===== src/rtl/mux_select_arbiter.sv =====
// Round-robin arbiter that shares one 4:1 mux between four requesters.
// It has a bounded hold counter so that no requester keeps the mux while others wait.
module mux_select_arbiter #(
    parameter int unsigned MAX_HOLD = 4
) (
    input  logic       clk,
    input  logic       reset,
    input  logic [3:0] req,
    output logic [3:0] grant,
    output logic       addr0,
    output logic       addr1,
    output logic       busy
);

    localparam int unsigned CW = (MAX_HOLD > 1) ? $clog2(MAX_HOLD) : 1;
    localparam logic [CW-1:0] HOLD_MAX = CW'(MAX_HOLD - 1);

    typedef enum logic {
        ST_IDLE,
        ST_GRANT
    } state_t;

    state_t        r_state;
    logic [1:0]    r_last;
    logic [CW-1:0] r_cnt;

    logic [1:0]    w_winner;
    logic [1:0]    w_idx;
    logic          w_found;
    logic          w_owner_req;
    logic          w_others;
    logic          w_take;
    logic          w_release;

    // The scan starts at last+1 and wraps to last itself (k=4).
    // So in GRANT the owner is picked only when it is the sole requester.
    always_comb begin
        w_winner = '0;
        w_idx    = '0;
        w_found  = 1'b0;
        for (int unsigned k = 1; k <= 4; k++) begin
            w_idx = r_last + 2'(k);
            if (!w_found && req[w_idx]) begin
                w_found  = 1'b1;
                w_winner = w_idx;
            end
        end
    end

    always_comb begin
        w_owner_req = req[r_last];
        w_others    = |(req & ~(4'b0001 << r_last));
        w_take      = 1'b0;
        w_release   = 1'b0;
        if (r_state == ST_IDLE) begin
            w_take = |req;
        end else if (!w_owner_req) begin
            w_take    = w_others;
            w_release = !w_others;
        end else begin
            w_take = w_others && (r_cnt == HOLD_MAX);
        end
    end

    always_ff @(posedge clk) begin
        if (reset) begin
            r_state <= ST_IDLE;
            r_last  <= 2'd3;
            r_cnt   <= '0;
            grant   <= '0;
            addr0   <= 1'b0;
            addr1   <= 1'b0;
            busy    <= 1'b0;
        end else if (w_take) begin
            r_state <= ST_GRANT;
            r_last  <= w_winner;
            r_cnt   <= '0;
            grant   <= 4'b0001 << w_winner;
            addr0   <= w_winner[0];
            addr1   <= w_winner[1];
            busy    <= 1'b1;
        end else if (w_release) begin
            r_state <= ST_IDLE;
            grant   <= '0;
            busy    <= 1'b0;
        end else if (r_state == ST_GRANT && r_cnt != HOLD_MAX) begin
            r_cnt <= r_cnt + CW'(1);
        end
    end

endmodule


===== config.mk =====
export PLATFORM = sky130hd
export DESIGN_NAME = mux_select_arbiter
export DESIGN_NICKNAME = d
export VERILOG_FILES = /design/src/rtl/mux_select_arbiter.sv
export SDC_FILE = /design/constraint.sdc
export NUM_CORES = 1
export LEC_CHECK = 0
export ABC_AREA = 1
export CAP_MARGIN = 40
export CORE_AREA = 3 3 48 50
export CTS_CLUSTER_DIAMETER = 30
export DETAILED_ROUTE_END_ITERATION = 8
export DIE_AREA = 0 0 51 53
export PLACE_DENSITY = 0.65
export SLEW_MARGIN = 15
export SYNTH_ARGS = -nofsm -noshare
export SYNTH_HDL_FRONTEND = slang
export SYNTH_SLANG_ARGS = --single-unit

===== constraint.sdc =====
create_clock -name clk -period 3.4 [get_ports clk]
set_input_delay 0.68 -clock clk [delete_from_list [all_inputs] [get_ports clk]]
set_output_delay 0.68 -clock clk [all_outputs]
set_load 0.01 [all_outputs]

# Word level (Yosys, flattened, before mapping)
# Index checks and enable logic that the tools add are counted.
# totals
wordCells	58
mem_count	0
regBits	11
rom_bits	0
in_bits	6
latchBits	0
ramBits	0
output_inout_bits	7
# classes
n_bitwise	3
n_reduce_logical	14
mul	0
mux	23
n_shift	2
add_sub_neg	4
n_eq_ne	2
n_div	0
order_cmp	4
# ops
op	count
$mux 1	13
$lt 2x3->1 const B	4
$bmux 1 s2	4
$mux 2	4
$mux 4	2
$reduce_or 4->1	2
$shl 1x2->4 const A	2
$logic_and 1x1->1	5
$add 2x1->2 const B	2
$add 2x2->2 const B	2
$and 4x4->4	1
$logic_not 1->1	4
$not 4->4	1
$eq 2x2->1 const B	1
$ne 2x2->1 const B	1
$reduce_and 2->1	1
$reduce_bool 2->1	1
$reduce_or 2->1	1
$not 1->1	1

# Depth between registers and ports, before layout
# Gate-level depths: netlist (run 1).
# depth
depth_word	15
ltp_mapped	14
mapped_depth_nobuf	13

# Worst setup path before layout (run 1)
# No wires, ideal clock.
# synth_path
path_kind	reg2reg
startpoint	register r_last[0]
endpoint	register r_last[1]
setup_slack_ps	1694
synth_period_minus_slack_ps	1706
path_buffers	1
setup_ps	124
t_arrival_ps	1582
required_ps	3276
stages_incl_launch_ff	12
cell_sequence	dfxtp_1 buf_6 inv_8 ha_1 inv_1 nand3_1 a21boi_1 nand2_1 inv_1 nand2_2 a21oi_1 o21ai_0
# synth_via
elab_chain_cells	13
word_cells_on_any_way	31
cone_classes	3 x add/sub; 1 x shift; 17 x mux; 2 x bitwise; 8 x reduce/logical
# synth_rtl
element	line	source
start: declaration	24	logic [1:0] r_last;
start signal: assignment	76	r_last <= w_winner;
$add 2x1->2	42	w_idx = r_last + 2'(k);
$bmux 1 s2	43	if (!w_found && req[w_idx]) begin
$mux 1 (implied by the code)	43	
$mux 1	43	
$logic_not 1->1	43	
$logic_and 1x1->1	43	
$mux 1	43	
$logic_not 1->1	43	
$logic_and 1x1->1	43	
$mux 1	43	
$logic_not 1->1	43	
$logic_and 1x1->1	43	
$mux 2	43	
# Several ways; a longest one is shown, not always the timed one. The select of a mux whose other input is x is not followed.
# A chain may end at the register's enable or synchronous reset.

# Worst setup path after layout (run 1)
# layout_path
startpoint	register r_last[0]
endpoint	register grant[0]
# layout_via
elab_chain_cells	15
word_cells_on_any_way	37
cone_classes	3 x add/sub; 2 x shift; 20 x mux; 2 x bitwise; 10 x reduce/logical
# layout_rtl
element	line	source
$add 2x1->2	42	
$bmux 1 s2	43	
$mux 1 (implied by the code)	43	
$mux 1	43	
$logic_not 1->1	43	
$logic_and 1x1->1	43	
$mux 1	43	
$logic_not 1->1	43	
$logic_and 1x1->1	43	
$mux 1	43	
$logic_not 1->1	43	
$logic_and 1x1->1	43	
$mux 2	43	
$shl 1x2->4	78	grant <= 4'b0001 << w_winner;
$mux 4	74	end else if (w_take) begin
end signal: assignment	78	
end: declaration	9	output logic [3:0] grant,
# Several ways; a longest one is shown, not always the timed one. The select of a mux whose other input is x is not followed.

==> out/summary.txt, run 1 <==
Skew final: 0.0005303 ns
Post-route DRC: 0
Multi-input logic area: 531.8 um2
Sequential element share of the synthesized area: 26.39%
Max-slew headroom: 65.79%
Sw Pwr: 0.0004534 W
Final hold vios: 0
PD cells: 881.9 nW/um2
Worst r2r path cells: 13
Unique masters post-synth: 19
H-tree depth: 1
Antenna-violating nets left: 0
CP peak stage delay: 0.64 ns
Final net count: 156
Latest clock arrival within the worst-skew pair: 0.27 ns
CTS clk-pin slew, worst paths: 0.07 ns
RSZ-0062 raised after global routing: false
Layout cell share with drive strength beyond 1: 13.89%
# diodes: 0
Core Rows: 16
Clk root buf: clkbuf_4
Total track usage: 16.66%
# clock sinks: 11
Mapped Cells: 129
Starting density of the core: 42.98%
Mapped Avg Cell Area: 6.469 um2
Clock Tree Buf Depth: 2
Avg WL per Cell: 10.70 um
Data arrival time of the worst path: 2.29 ns
IO Count: 13
Die W: 51 um
Post-route minimum period: 2.084 ns
Remaining global-route overflow: 0
Worst-path fanout max: 10
Peak Freq: 0.4798 GHz
Yosys top cell area share: 26.39%
Int Pwr: 0.0004315 W
Core area: 1942 um2
Gate power share: 65.4%
First-pass iteration count of the detailed router: 4
DP HPWL: 1440 um
Status: completed
CP dominant cell by count: nor2_1
Worst Tran Pin Value: 0.5124 ns
Post-CTS Hold Buffers: 0
Netlist area before placement: 834.6 um2
Hold depth: 2
Sequential cell area: 220.2 um2
Total number of vias: 870
Worst EP required: 3.61 ns
CP Launch Type: flip-flop
Maximum number of pins on one net before global-route repair: 11
Vias in the first global route: 816
Sw Ratio: 51.24%
Period utilisation layout: 61.30%
Core Util, Final: 51.68%
Routed wire length: 1829 um
Die span in y: 53 um
Setup TNS: 0 ns
Slew Limit Fails: 0
Postcts setup bufs: 0
P&R area growth vs syn: 20.24%
Worst path slowest cell: dfxtp_1
Ranking of synthesized cells by area: dfxtp_1 26%, nand2_1 14%, nand3_1 10%, ha_1 7.5%, nand2_2 7.5%
CTS Buf Count: 3
Largest area contributor in the netlist: dfxtp_1
Synthesized net count: 140
Port buffer count: 12
Overall Power: 0.0008849 W
Area of the die: 2703 um2
Antenna violations before repair: 0
Fillcell total: 208
Final setup fails: 0
Global-route wire length before repair: 3422 um
Vias/cell: 5.088
Flop pwr share: 24.6%
Critical path, cell by cell: inv_8, ha_1, inv_1, nand3_1, nand2_2, inv_2, nand2_1, inv_1, o21ai_1, nand2_1, nor2_1, nor2_1, nor2_1
Max rail drop VDD: 0.4526 mV
Pleak: 0.4984 nW
Total of max-cap violations: 0
Yosys warns: 0
Hold Crit Class: reg -> reg
CP Class: reg -> reg
Routability Congestion: 0.8753
CTS tree: done
Endpoint class of the critical path: flip-flop
Resized cells post-CTS: 0
1st-iter DRT viols: 14
Clock power frac: 10.0%
Post-synthesis sequential element count: 11
==> layer usage <==
layer / GRT usage (%) / wire length, um
met2: 27.25 / 817
met1: 20.03 / 883
met4: 4.933 / 8
met5: 0 / 0
met3: 6.479 / 120
==> cell type report <==
class | instances | share of cell area, %
tap | 27 | 3.367
sequential | 11 | 21.95
clock buffer | 4 | 2.618
inverter | 17 | 7.107
timing repair buffer | 12 | 11.97
multi-input combinational | 100 | 52.99
==> cell families after synthesis <==
family                   count (synthesis)  synth area share (%)
AND/OR/NAND/NOR                         75                 42.28
AO/OA/AOI/OAI                           20                 13.94
buffers and inverters                   18                 9.895
flip-flops                              11                 26.39
adder cells (fa/ha/maj)                  5                 7.496
==> critical path: cells and delay by family, from the launching register on <==
kind / cells / cell delay [ns]
compound gates: 1 / 0.06
buf+inv: 4 / 0.31
simple gates: 7 / 0.66
flops: 1 / 0.64
fa+ha+maj: 1 / 0.37
==> path summary, 6_finish.rpt <==
path              end  slack [ns]      start
max          grant[0]        1.32  r_last[0]
min          r_cnt[1]        0.47   r_cnt[1]
max reg2reg  grant[0]        1.32  r_last[0]
min reg2reg  r_cnt[1]        0.47   r_cnt[1]
==> Yosys cell counts <==
cell type / number
nand2_1: 31
nand3_1: 17
inv_1: 13
dfxtp_1: 11
nor2_1: 11
a21oi_1: 10
nand2_2: 10
o21ai_1: 6
ha_1: 5
inv_2: 3
nand4_1: 3
nand2_4: 2
a21boi_1: 1
a21oi_4: 1
buf_6: 1
inv_8: 1
o211ai_1: 1
o21ai_0: 1
or2_0: 1
==> layout by cell type, fill, tap and decap left out, drive strengths merged <==
| master | instances |
|---|---|
| nand2 | 43 |
| nand3 | 17 |
| inv | 17 |
| clkdlybuf4s50 | 12 |
| nor2 | 11 |
| dfxtp | 11 |
| a21oi | 11 |
| o21ai | 7 |
| ha | 5 |
| clkbuf | 4 |
| nand4 | 3 |
| a21boi | 1 |
| or2 | 1 |
| o211ai | 1 |
==> state kept, by name, indices dropped and copies added (netlist names) <==
signal	count
addr1	1
r_state	1
r_cnt	2
r_last	2
addr0	1
grant	4
==> power groups by stage <==
stage                     clock network [W]  registers, W  logic, W
after floorplan                           0      0.000208  0.000454
after global placement                    0      0.000222  0.000567
after detailed placement                  0      0.000220  0.000573
after CTS                         0.0000928      0.000218  0.000578
after global routing              0.0000975      0.000224  0.000671
final                             0.0000884      0.000218  0.000579
==> metrics by stage <==
step	setup WS, ns	hold slack, ns	cell area (um2)	std cells
2_1_floorplan	1.694	0.4406	834.6	129
5_1_grt	1.079	0.5071	1003	171
3_5_place_dp	1.077	0.4702	977.2	167
3_3_place_gp	1.112	0.4513	977.2	167
6_report	1.316	0.4748	1003	171
4_1_cts	1.326	0.4802	1003	171
(Power assumes the default switching activity.)
==> inputs of run 2 (changes only) <==
- clock period: 3.4 -> 2.05 ns (I/O delays scaled with it)
==> run 2 against run 1 <==
- clock skew up 0.0055 ns
- non-clock buffer count increased by 3
- register-to-register slack got worse by 1.1 ns
- final area increased by 2.2%
- sequential power up 47%
- flip-flop and latch count unchanged
- critical endpoint is now r_last[1]
==> out/summary.txt, run 2 (same netlist as run 1, synthesis figures left out) <==
Layout cell share with drive strength beyond 1: 15.65% (+1.8 points)
Starting density of the core: 42.98% (unchanged)
IO Count: 13 (unchanged)
Met2 Track Usage GR: 30.04% (+2.8 points)
Postcts setup bufs: 0 (unchanged)
Sw Ratio: 50.66% (-0.58 points)
Clock power frac: 9.8% (-0.2 points)
Endpoint class of the critical path: flip-flop
Post-route DRC: 0 (unchanged)
CP dominant cell by count: inv_1
Die span in y: 53 um (unchanged)
Hold depth: 2 (unchanged)
Overall Power: 0.001495 W (+69%)
First-pass iteration count of the detailed router: 4 (unchanged)
Final hold vios: 0 (unchanged)
Setup TNS: 0 ns (unchanged)
Data arrival time of the worst path: 2.01 ns (-0.28 ns)
CP Launch Type: flip-flop
1st-iter DRT viols: 13 (-1)
Core area: 1942 um2 (unchanged)
M1 GR Usage: 19.19% (-0.85 points)
CP peak stage delay: 0.44 ns (-0.20 ns)
Remaining global-route overflow: 0 (unchanged)
Final net count: 159 (+1.9%)
Sink of the worst hold path: r_cnt[1]
DP HPWL: 1557 um (+8.1%)
Worst path slowest cell: dfxtp_1
FF-to-FF Start: r_last[0]
Busiest grt layer: met2
Slew Limit Fails: 0 (unchanged)
RSZ-0062 raised after global routing: false
Status: completed
Total track usage: 16.96% (+0.30 points)
Largest register FFs: 4 (unchanged)
Commonest non-fill, non-tap cell in the layout: nand2_1
Global-route wire length before repair: 3463 um (+1.2%)
Total number of vias: 846 (-2.8%)
Port buffer count: 12 (unchanged)
Delay-heaviest family, CP: flip-flops
Final Instance Area: 1026 um2 (+2.2%)
Buffers and inverters on the worst path: 3 (-1)
P&R area growth vs syn: 22.94%
Skew final: 0.006016 ns (+0.005486 ns)
Largest regs: grant (4), r_cnt (2), r_last (2)
Clk root buf: clkbuf_4
# clock sinks: 11 (unchanged)
Post-CTS Hold Buffers: 0 (unchanged)
Worst EP required: 2.20 ns (-1.41 ns)
Flop pwr share: 21.5% (-3.1 points)
Core Rows: 16 (unchanged)
R2R setup slack: 0.19 ns (-1.13 ns)
Core Util, Final: 52.84% (+1.2 points)
Latest clock arrival within the worst-skew pair: 0.27 ns (about the same)
Gate power share: 68.7% (+3.3 points)
Critical path, cell by cell: inv_8, ha_1, inv_1, nand3_1, a21boi_1, nand2_1, inv_1, nand2_2, a21oi_1, o21ai_0
CTS Buf Count: 3 (unchanged)
Total of max-cap violations: 0 (unchanged)
HP Start: r_cnt[1]
Final worst hold slack: 0.4681 ns (-0.006716 ns)
CTS clk-pin slew, worst paths: 0.07 ns (about the same)
Area of the die: 2703 um2 (unchanged)
Routability Congestion: 0.8838 (+0.97%)
M3 GR Usage: 5.915% (-0.56 points)
Period utilisation layout: 90.76% (+29 points)
Antenna-violating nets left: 0 (unchanged)
Sw Pwr: 0.0007576 W (+67%)
Worst r2r path cells: 10 (-3)
PD cells: 1458 nW/um2 (+65%)
Max-slew headroom: 78.93% (+13 points)
Most frequent cells in the layout: 31 x nand2_1, 17 x nand3_1, 13 x inv_1
Vias in the first global route: 837 (+2.6%)
Resized cells post-CTS: 0 (unchanged)
Hold Crit Class: reg -> reg
Die W: 51 um (unchanged)
Peak Freq: 0.5375 GHz (+12%)
Pleak: 0.5123 nW (+2.8%)
Vias/cell: 4.862 (-4.4%)
# diodes: 0 (unchanged)
Largest register by flop count: grant
Int Pwr: 0.0007378 W (+71%)
Post-Place Cell Area: 999.7 um2 (+2.3%)
CTS tree: done
R2R Path End: r_last[1]
Routed wire length: 1911 um (+4.5%)
Avg WL per Cell: 10.98 um (+2.7%)
H-tree depth: 1 (unchanged)
Clock Tree Buf Depth: 2 (unchanged)
Final setup fails: 0 (unchanged)
CP Class: reg -> reg
Maximum number of pins on one net before global-route repair: 10 (-1)
Worst-path fanout max: 7 (-3)
Post-route minimum period: 1.861 ns (-0.2235 ns)
Antenna violations before repair: 0 (unchanged)
Worst Tran Pin Value: 0.3149 ns (-0.1975 ns)
Max rail drop VDD: 0.6777 mV (+50%)
==> run 2: cell types whose count changed in the layout (fill, tap and decap cells not counted) <==
cell	before	now
buf_4	0	3
==> run 2: final cells by class <==
cell class / instances / area [um2]
fill: 206 / 915.9
multi-input combinational: 100 / 531.8
tap: 27 / 33.78
clock buffer: 4 / 26.28
sequential: 11 / 220.2
timing repair buffer: 15 / 142.6
inverter: 17 / 71.32
==> run 2: stage by stage <==
stage | worst slack (ns) | std cells
detailed placement | 0.04931 | 170
global route | 0.01296 | 174
finish | 0.1894 | 174
CTS | 0.1824 | 174
floorplan | 0.3438 | 129
global placement | 0.04034 | 170
==> run 2: worst max path at each step <==
| stage | from | to | slack (ns) | cells after the start |
|---|---|---|---|---|
| final | r_last[0] | r_last[1] | 0.19 | 10 |
| after global routing | r_last[0] | grant[0] | 0.01 | 12 |
| after CTS | r_last[0] | r_last[1] | 0.18 | 10 |
| after detailed placement | req[2] | grant[0] | 0.05 | 10 |
| after global placement | req[2] | grant[0] | 0.04 | 10 |
| after floorplan | r_last[0] | r_last[1] | 0.34 | 11 |
==> run 2: tightest hold or removal path: cells and delay by family (launching register included) <==
| family | cells | cell delay (ns) |
|---|---|---|
| flops | 1 | 0.32 |
| simple gates | 1 | 0.06 |
| compound gates | 1 | 0.05 |
==> run 2: per-layer routing <==
metal,part of all wire [%],vias to the layer above
li1,-,455
met1,48,379
met2,48,12
met3,4.0,0
met4,0,0
met5,0,-
==> run 2: power groups by stage <==
stage          Combinational, W  Sequential (W)  Clock, W
3_5_place_dp            0.00103        0.000327         0
2_1_floorplan          0.000753        0.000345         0
5_1_grt                 0.00119        0.000327  0.000163
3_3_place_gp            0.00101        0.000324         0
6_report                0.00103        0.000321  0.000147
4_1_cts                 0.00104        0.000322  0.000151
==> inputs of run 3 (changes only) <==
- PLACE_DENSITY: 0.65 -> 0.64
==> run 3 against run 2 <==
- die area stayed put
- wire length decreased by 1.5%
- critical path type unchanged
- first-iteration DRC count rose by 62%
- critical endpoint unchanged
- final cell count grew 0.57%
- clock-buffer cell count is the same
- maximum frequency increased by 0.41%
- clock power shrank 5%
- worst hold slack improved by 0.0045 ns
- critical path depth unchanged
==> out/summary.txt, run 3 (same netlist as run 1, synthesis figures left out) <==
Post-route DRC: 0 (unchanged)
Largest register by flop count: grant
Area of the die: 2703 um2 (unchanged)
Avg WL per Cell: 10.75 um (-2.1%)
Worst EP required: 2.19 ns (about the same)
H-tree depth: 1 (unchanged)
Worst path slowest cell: dfxtp_1
Die W: 51 um (unchanged)
CP peak stage delay: 0.43 ns (about the same)
CTS Buf Count: 3 (unchanged)
Final setup fails: 0 (unchanged)
Clock power frac: 9.3% (-0.5 points)
# clock sinks: 11 (unchanged)
DP HPWL: 1465 um (-5.9%)
CP Class: reg -> reg
Final Instance Area: 1033 um2 (+0.73%)
Sw Pwr: 0.0007534 W (-0.56%)
CP Launch Type: flip-flop
CP dominant cell by count: buf_4
RSZ-0062 raised after global routing: false
Max rail drop VDD: 0.7798 mV (+15%)
Port buffer count: 12 (unchanged)
PD cells: 1462 nW/um2 (+0.30%)
Largest register FFs: 4 (unchanged)
Flop pwr share: 21.3% (-0.2 points)
Core Util, Final: 53.22% (+0.39 points)
Core area: 1942 um2 (unchanged)
# diodes: 0 (unchanged)
Routability Congestion: 0.8589 (-2.8%)
Peak Freq: 0.5397 GHz (+0.41%)
Data arrival time of the worst path: 2.00 ns (about the same)
Int Pwr: 0.0007574 W (+2.7%)
Final net count: 160 (+0.63%)
Routed wire length: 1882 um (-1.5%)
Maximum number of pins on one net before global-route repair: 10 (unchanged)
Most frequent cells in the layout: 31 x nand2_1, 17 x nand3_1, 13 x inv_1
Remaining global-route overflow: 0 (unchanged)
Period utilisation layout: 90.39% (-0.38 points)
Resized cells post-CTS: 0 (unchanged)
CTS clk-pin slew, worst paths: 0.06 ns (about the same)
Post-route minimum period: 1.853 ns (-0.007688 ns)
Layout cell share with drive strength beyond 1: 16.22% (+0.57 points)
Core Rows: 16 (unchanged)
Status: completed
Largest regs: grant (4), r_cnt (2), r_last (2)
Die span in y: 53 um (unchanged)
Critical path, cell by cell: buf_4, ha_1, inv_1, nand2_1, nand3_1, o21ai_1, a21oi_4, buf_4, a21oi_1, o21ai_0
Worst-path fanout max: 9 (+2)
IO Count: 13 (unchanged)
Endpoint class of the critical path: flip-flop
CTS tree: done
First-pass iteration count of the detailed router: 4 (unchanged)
1st-iter DRT viols: 21 (+8)
Starting density of the core: 42.98% (unchanged)
Slew Limit Fails: 0 (unchanged)
Pleak: 0.5170 nW (+0.93%)
Vias in the first global route: 787 (-6.0%)
Setup TNS: 0 ns (unchanged)
Vias/cell: 4.829 (-0.69%)
Antenna-violating nets left: 0 (unchanged)
Clk root buf: clkbuf_4
Max-slew headroom: 79.53% (+0.60 points)
Global-route wire length before repair: 3180 um (-8.2%)
Total of max-cap violations: 0 (unchanged)
Total track usage: 15.63% (-1.3 points)
Total number of vias: 845 (-0.12%)
Clock Tree Buf Depth: 2 (unchanged)
Hold Crit Class: reg -> reg
Final hold vios: 0 (unchanged)
Antenna violations before repair: 0 (unchanged)
P&R area growth vs syn: 23.84%
Worst Tran Pin Value: 0.3059 ns (-0.009011 ns)
Postcts setup bufs: 0 (unchanged)
Sw Ratio: 49.87% (-0.80 points)
Post-Place Cell Area: 1007 um2 (+0.75%)
Commonest non-fill, non-tap cell in the layout: nand2_1
Gate power share: 69.4% (+0.7 points)
Skew final: 0.002059 ns (-0.003957 ns)
Post-CTS Hold Buffers: 0 (unchanged)
Latest clock arrival within the worst-skew pair: 0.26 ns (about the same)
[run 3: power groups by stage]
| stage | Clock (W) | Combinational, W | Sequential [W] |
|---|---|---|---|
| final | 0.000140 | 0.00105 | 0.000322 |
| after global routing | 0.000161 | 0.00118 | 0.000327 |
| after CTS | 0.000150 | 0.00106 | 0.000323 |
| after detailed placement | 0 | 0.00105 | 0.000327 |
| after global placement | 0 | 0.00104 | 0.000324 |
| after floorplan | 0 | 0.000753 | 0.000345 |
[run 3: metal layers]
| layer | track usage, % | vias up | wire length, um |
|---|---|---|---|
| li1 | - | 459 | - |
| met1 | 18.31 | 355 | 876 |
| met2 | 26.82 | 27 | 869 |
| met3 | 4.789 | 4 | 119 |
| met4 | 5.381 | 0 | 16 |
| met5 | 0 | - | 0 |
[run 3: stage by stage]
step           std cells  hold slack [ns]  total power [W]  setup slack (ns)
3_5_place_dp         171           0.4626         0.001373           0.05895
6_report             175           0.4726         0.001511            0.1971
4_1_cts              175           0.4723         0.001529            0.1883
3_3_place_gp         171           0.4540         0.001367           0.06049
5_1_grt              175           0.4899         0.001672           0.09046
2_1_floorplan        129           0.4406         0.001099            0.3438
[run 3: final cells by class]
class | count | area [um2]
Timing Repair Buffer | 16 | 150.1
Clock buffer | 4 | 26.28
Sequential cell | 11 | 220.2
Multi-Input combinational cell | 100 | 531.8
Tap cell | 27 | 33.78
Fill cell | 204 | 908.4
Inverter | 17 | 71.32
[run 3: worst paths after layout]
path / startpoint / endpoint / slack (ns) / cells after the start
max: r_last[0] / r_last[1] / 0.20 / 10
min: r_cnt[1] / r_cnt[1] / 0.47 / 2
max reg2reg: r_last[0] / r_last[1] / 0.20 / 10
min reg2reg: r_cnt[1] / r_cnt[1] / 0.47 / 2
[run 3: critical path: cells and delay by family, from the launching register on]
| kind | cells | cell delay, ns |
|---|---|---|
| adders and majority gates | 1 | 0.15 |
| AOI/OAI and AO/OA | 4 | 0.60 |
| DFF | 1 | 0.43 |
| and+or+nand+nor | 2 | 0.14 |
| buffers and inverters | 3 | 0.41 |
